## config.mk

```make
export PLATFORM = sky130hd
export DESIGN_NAME = cache_arbiter
export DESIGN_NICKNAME = d
export VERILOG_FILES = /design/src/rtl/cache_arbiter_pkg.sv /design/src/rtl/cache_arbiter_pick.sv /design/src/rtl/cache_arbiter.sv
export SDC_FILE = /design/constraint.sdc
export NUM_CORES = 1
export LEC_CHECK = 0
export ABC_AREA = 1
export ABC_CLOCK_PERIOD_IN_PS = 1400
export BUFFER_PORTS_ARGS = -buffer_cell sky130_fd_sc_hd__buf_2
export CORE_AREA = 3 3 534 536
export DETAILED_ROUTE_END_ITERATION = 16
export DIE_AREA = 0 0 537 539
export GPL_TIMING_DRIVEN = 0
export PLACE_DENSITY = 0.3
export RECOVER_POWER = 100
export SYNTH_ARGS = -nofsm -noshare
export SYNTH_HDL_FRONTEND = slang
export SYNTH_SLANG_ARGS = --single-unit
```

## constraint.sdc

```tcl
create_clock -name clk -period 1.4 [get_ports clk]
set_input_delay 0.28 -clock clk [delete_from_list [all_inputs] [get_ports clk]]
set_output_delay 0.28 -clock clk [all_outputs]
set_load 0.03 [all_outputs]
```

## src/rtl/cache_arbiter_pkg.sv

```systemverilog
// Shared types for the I/D cache to physical-memory arbiter.
package cache_arbiter_pkg;

  typedef enum logic [1:0] {
    IDLE,
    SERVE_I,
    SERVE_D,
    RECOVER
  } arb_state_t;

  typedef enum logic {
    GRANT_I,
    GRANT_D
  } arb_grant_t;

endpackage

```

## src/rtl/cache_arbiter_pick.sv

```systemverilog
// Grant policy for the cache arbiter: fixed D-over-I priority, or round-robin
// when CACHE_ARBITER_RR_EN is defined.
module cache_arbiter_pick
  import cache_arbiter_pkg::*;
(
  input  logic       i_req,
  input  logic       d_req,
  input  arb_grant_t last_grant,
  output arb_grant_t grant,
  output logic       valid
);

  always_comb begin
    valid = i_req | d_req;
    grant = GRANT_D;
`ifdef CACHE_ARBITER_RR_EN
    if (i_req && d_req) begin
      grant = (last_grant == GRANT_D) ? GRANT_I : GRANT_D;
    end else if (i_req) begin
      grant = GRANT_I;
    end
`else
    if (!d_req) begin
      grant = GRANT_I;
    end
`endif
  end

`ifndef CACHE_ARBITER_RR_EN
  logic unused_last_grant;
  assign unused_last_grant = last_grant;
`endif

endmodule

```

## src/rtl/cache_arbiter.sv

```systemverilog
// Serialises I-cache fills and D-cache fills/write-backs onto one memory port.
// Define CACHE_ARBITER_RR_EN for round-robin instead of fixed D priority.
module cache_arbiter
  import cache_arbiter_pkg::*;
#(
  parameter int unsigned ADDR_WIDTH = 32,
  parameter int unsigned LINE_WIDTH = 256
) (
  input  logic                  clk,
  input  logic                  rst,
  input  logic                  i_pmem_read,
  input  logic [ADDR_WIDTH-1:0] i_pmem_address,
  output logic [LINE_WIDTH-1:0] i_pmem_rdata,
  output logic                  i_pmem_resp,
  input  logic                  d_pmem_read,
  input  logic                  d_pmem_write,
  input  logic [ADDR_WIDTH-1:0] d_pmem_address,
  input  logic [LINE_WIDTH-1:0] d_pmem_wdata,
  output logic [LINE_WIDTH-1:0] d_pmem_rdata,
  output logic                  d_pmem_resp,
  output logic                  pmem_read,
  output logic                  pmem_write,
  output logic [ADDR_WIDTH-1:0] pmem_address,
  output logic [LINE_WIDTH-1:0] pmem_wdata,
  input  logic [LINE_WIDTH-1:0] pmem_rdata,
  input  logic                  pmem_resp
);

  arb_state_t            state_q, state_d;
  logic [ADDR_WIDTH-1:0] addr_q, addr_d;
  logic [LINE_WIDTH-1:0] wdata_q, wdata_d;
  logic                  write_q, write_d;
  arb_grant_t            last_grant, pick_grant;
  logic                  pick_valid;
  logic                  serving;

  cache_arbiter_pick u_pick (
    .i_req      (i_pmem_read),
    .d_req      (d_pmem_read | d_pmem_write),
    .last_grant (last_grant),
    .grant      (pick_grant),
    .valid      (pick_valid)
  );

`ifdef CACHE_ARBITER_RR_EN
  arb_grant_t last_grant_q, last_grant_d;

  always_comb begin
    last_grant_d = last_grant_q;
    if (state_q == IDLE && pick_valid) begin
      last_grant_d = pick_grant;
    end
  end

  always_ff @(posedge clk or negedge rst) begin
    if (!rst) begin
      last_grant_q <= GRANT_I;
    end else begin
      last_grant_q <= last_grant_d;
    end
  end

  assign last_grant = last_grant_q;
`else
  assign last_grant = GRANT_I;
`endif

  always_comb begin
    state_d = state_q;
    addr_d  = addr_q;
    wdata_d = wdata_q;
    write_d = write_q;
    case (state_q)
      IDLE: begin
        if (pick_valid) begin
          if (pick_grant == GRANT_D) begin
            state_d = SERVE_D;
            addr_d  = d_pmem_address;
            wdata_d = d_pmem_wdata;
            write_d = d_pmem_write;
          end else begin
            state_d = SERVE_I;
            addr_d  = i_pmem_address;
            wdata_d = '0;
            write_d = 1'b0;
          end
        end
      end
      SERVE_I, SERVE_D: begin
        if (pmem_resp) begin
          state_d = RECOVER;
        end
      end
      RECOVER: state_d = IDLE;
      default: state_d = IDLE;
    endcase
  end

  always_ff @(posedge clk or negedge rst) begin
    if (!rst) begin
      state_q <= IDLE;
      addr_q  <= '0;
      wdata_q <= '0;
      write_q <= 1'b0;
    end else begin
      state_q <= state_d;
      addr_q  <= addr_d;
      wdata_q <= wdata_d;
      write_q <= write_d;
    end
  end

  // Memory side is driven only from the latched request, so client inputs may move mid-service.
  assign serving      = (state_q == SERVE_I) || (state_q == SERVE_D);
  assign pmem_read    = serving & ~write_q;
  assign pmem_write   = serving & write_q;
  assign pmem_address = addr_q;
  assign pmem_wdata   = wdata_q;

  assign i_pmem_resp  = (state_q == SERVE_I) & pmem_resp;
  assign d_pmem_resp  = (state_q == SERVE_D) & pmem_resp;
  assign i_pmem_rdata = pmem_rdata;
  assign d_pmem_rdata = pmem_rdata;

endmodule

```

==> metrics.md <==
| Metric | Value |
|---|---|
| WL final | 176700 um |
| Layout cells sized above 1 | 57.44% |
| Number of library cell types mapped by synthesis | 16 |
| Status | complete, but fails checks |
| Critical path class | register to output pin |
| Worst r2r src | state_q[1]$_DFFE_PN0P_ |
| Initial drt markers | 759 |
| Initial Utilization | 5.581% |
| Final setup fails | 760 |
| Max Clock Freq | 516.8 MHz |
| Total clock sinks | 291 |
| Critical Path AT | 1660 ps |
| Worst setup SP type | register |
| Switching power share of the total | 46.35% |
| Fin crit share | 138.2% |
| WHS Path Cells | 5 |
| Fin cells | 7510 |
| Total Die Area | 289400 um^2 |
| Routed Antenna Nets | 0 |
| Reg clk slew, reported paths | 60 ps |
| Net count, final | 4293 |
| Setup ws final | -535.1 ps |
| Total congestion overflow | 0 |
| Post-DR vias/cell | 2.663 |
| Worst Hold Class | primary input to register |
| Clock power share | 14.3% |
| Max_cap viols | 0 |
| #FFs+latches synth | 291 |
| Avg Inst Size Synth | 8.263 um^2 |
| Logic gate share of total power | 67.5% |
| Worst-margin pin slew | 888.1 ps |
| Mapped Area | 15700 um^2 |
| Seq/Total Area, Yosys | 46.38% |
| Most frequent cells in the layout | buf_4 (728), clkbuf_1 (531), nand2_1 (368) |
| DRC Markers | 0 |
| Vias in the first global route | 20930 |
| Crit path max fanout | 3 |
| FF-to-FF setup slack | -350 ps |
| CP Data Required Time | 1120 ps |
| Die Width | 537 um |
| Site Rows | 195 |
| Most common cell after layout, fill and taps aside | buf_4 |
| TritonCTS Buffers | 45 |
| Leak pwr | 18.20 nW |
| Routed length per instance | 23.53 um |
| I/O pin cnt | 1386 |
| Sequential Power Share | 18.2% |
| Worst-skew pair later-pin latency | 670 ps |
| Largest net degree at the start of global routing | 97 |
| Worst setup startpoint | state_q[0]$_DFFE_PN0P_ |
| R2R Path End | pmem_wdata[124]$_DFFE_PN0P_ |
| Core area | 281300 um^2 |
| Filler cells | 32400 |
| H-tree depth | 2 |
| First-pass iteration count of the detailed router | 4 |
| Final Util | 14.04% |
| Die Y-Extent | 539 um |
| RSZ-0062 raised after global routing | true |
| Initial antenna violation count | 79 |
| Setup crit end | pmem_read |
| Synth warn | 0 |
| Vias | 20000 |
| Sequential cell area | 7296 um^2 |
| CTS tree | built |
| Mapped Nets | 2486 |
| All-Layer GR Usage | 11.41% |
| Max Slew Vio Count | 0 |
| Maximum vdd drop | 0.0008432 V |
| Fin. Hold Viols | 0 |
| Worst-case clock buffer depth | 3 |
| R2R cell count | 10 |
| Psw | 0.04043 W |
| Crit path capture type | output pin |
| First-pass GRT wire length | 215000 um |
| Placed Instances | 6775 |
| Normalized max-slew margin | 40.73% |
| Mapped Cells | 1900 |
| Final Skew | 30.49 ps |
| CTS Root Cell | clkbuf_16 |
| Internal power | 0.04681 W |
| Placer Congestion | 0.8463 |
| Pwr dens | 2208 nW/um^2 |
| Post-DP HPWL | 149200 um |
| Area of the multi-input gates | 6624 um^2 |
| Tmin final | 1935 ps |
| I/O Buffers | 1129 |
| Failing checks | negative setup slack |
| Layout area overhead | 151.6% |
## cell usage after synthesis
cell	instances	share of area, %
inv_2	2	0.048
nand2_1	719	17
nand2_2	1	0.040
nand3_1	259	8.3
inv_1	8	0.19
o21ai_1	1	0.032
ha_1	4	0.32
a21boi_1	1	0.048
buf_4	521	25
or2_2	1	0.040
clkbuf_1	43	1.0
nor2_1	2	0.048
dfrtp_1	291	46
o21ai_0	1	0.032
buf_2	42	1.3
buf_1	4	0.096
## layer usage
metal / up-vias / GRT usage [%] / wire length [um]
met5: - / 0 / 286
met4: 38 / 3.614 / 6135
met3: 242 / 4.907 / 18730
met2: 1064 / 19.37 / 83560
met1: 9525 / 12.78 / 67970
li1: 9131 / - / -
## through the flow
step / setup TNS (ps) / power [W] / hold slack, ps / instance area [um^2] / setup slack, ps
after CTS: -178130 / 0.08423 / 13.17 / 37880 / -652.8
after floorplan: -6235 / 0.03229 / -15.59 / 15740 / -32.41
after global routing: -194570 / 0.09257 / 91.93 / 39490 / -635.0
after global placement: -2351060 / 0.04836 / 451.3 / 26070 / -6962
after detailed placement: -387220 / 0.04845 / 166.2 / 26170 / -1773
final: -127040 / 0.08724 / 108.5 / 39510 / -535.1
## logic make-up after synthesis
family,count (synthesis),synth area share (%)
fa+ha+maj,4,0.3188
buf+inv,620,27.61
flops,291,46.38
compound gates,3,0.1115
simple gates,982,25.57
## state kept, by name (all words and copies together), names as in the netlist
name / cells
pmem_wdata: 256
state_q: 2
write_q: 1
pmem_address: 32
## power by group through the flow
| stage | Combinational (W) | Sequential (W) | Clock, W |
|---|---|---|---|
| detailed placement | 0.0336 | 0.0148 | 0 |
| finish | 0.0589 | 0.0159 | 0.0125 |
| CTS | 0.0553 | 0.0158 | 0.0132 |
| global route | 0.0628 | 0.0164 | 0.0134 |
| global placement | 0.0336 | 0.0147 | 0 |
| floorplan | 0.0103 | 0.0220 | 0 |
## worst min path at each step
stage | to | slack (ps) | start
3_3_place_gp | pmem_wdata[135]$_DFFE_PN0P_ | 450 | pmem_wdata[135]$_DFFE_PN0P_
6_report | pmem_address[10]$_DFFE_PN0P_ | 110 | i_pmem_address[10]
5_1_grt | pmem_address[10]$_DFFE_PN0P_ | 90 | d_pmem_address[10]
3_5_place_dp | pmem_wdata[211]$_DFFE_PN0P_ | 170 | rst
4_1_cts | state_q[1]$_DFFE_PN0P_ | 10 | i_pmem_read
2_1_floorplan | pmem_address[0]$_DFFE_PN0P_ | -20 | rst
## final cells by class
class	instances	area share (%)
Inverter	10	0.09501
Antenna cell	24	0.1520
Buffer	604	12.81
Clock buffer	63	3.303
Clock inverter	20	0.6967
Tap cell	3743	11.85
Sequential cell	291	18.47
Multi-Input combinational cell	989	16.77
Timing Repair Buffer	1766	35.86
## timing repair
item                       in CTS  in global routing
setup endpoints to repair     583                710
gates resized for setup      1179                484
cloned                         39                 22
setup buffers                 239                 23
pin swaps                      22                170
hold endpoints to repair      485                112
hold buffers                  325                  1
## critical path, cell delays in order, from the launching register on
cell,delay (ps)
dfrtp_1,370
inv_2,70
ha_4,290
inv_2,40
nor2_2,90
buf_6,140
Note: power is estimated with default switching activity, not from simulation.
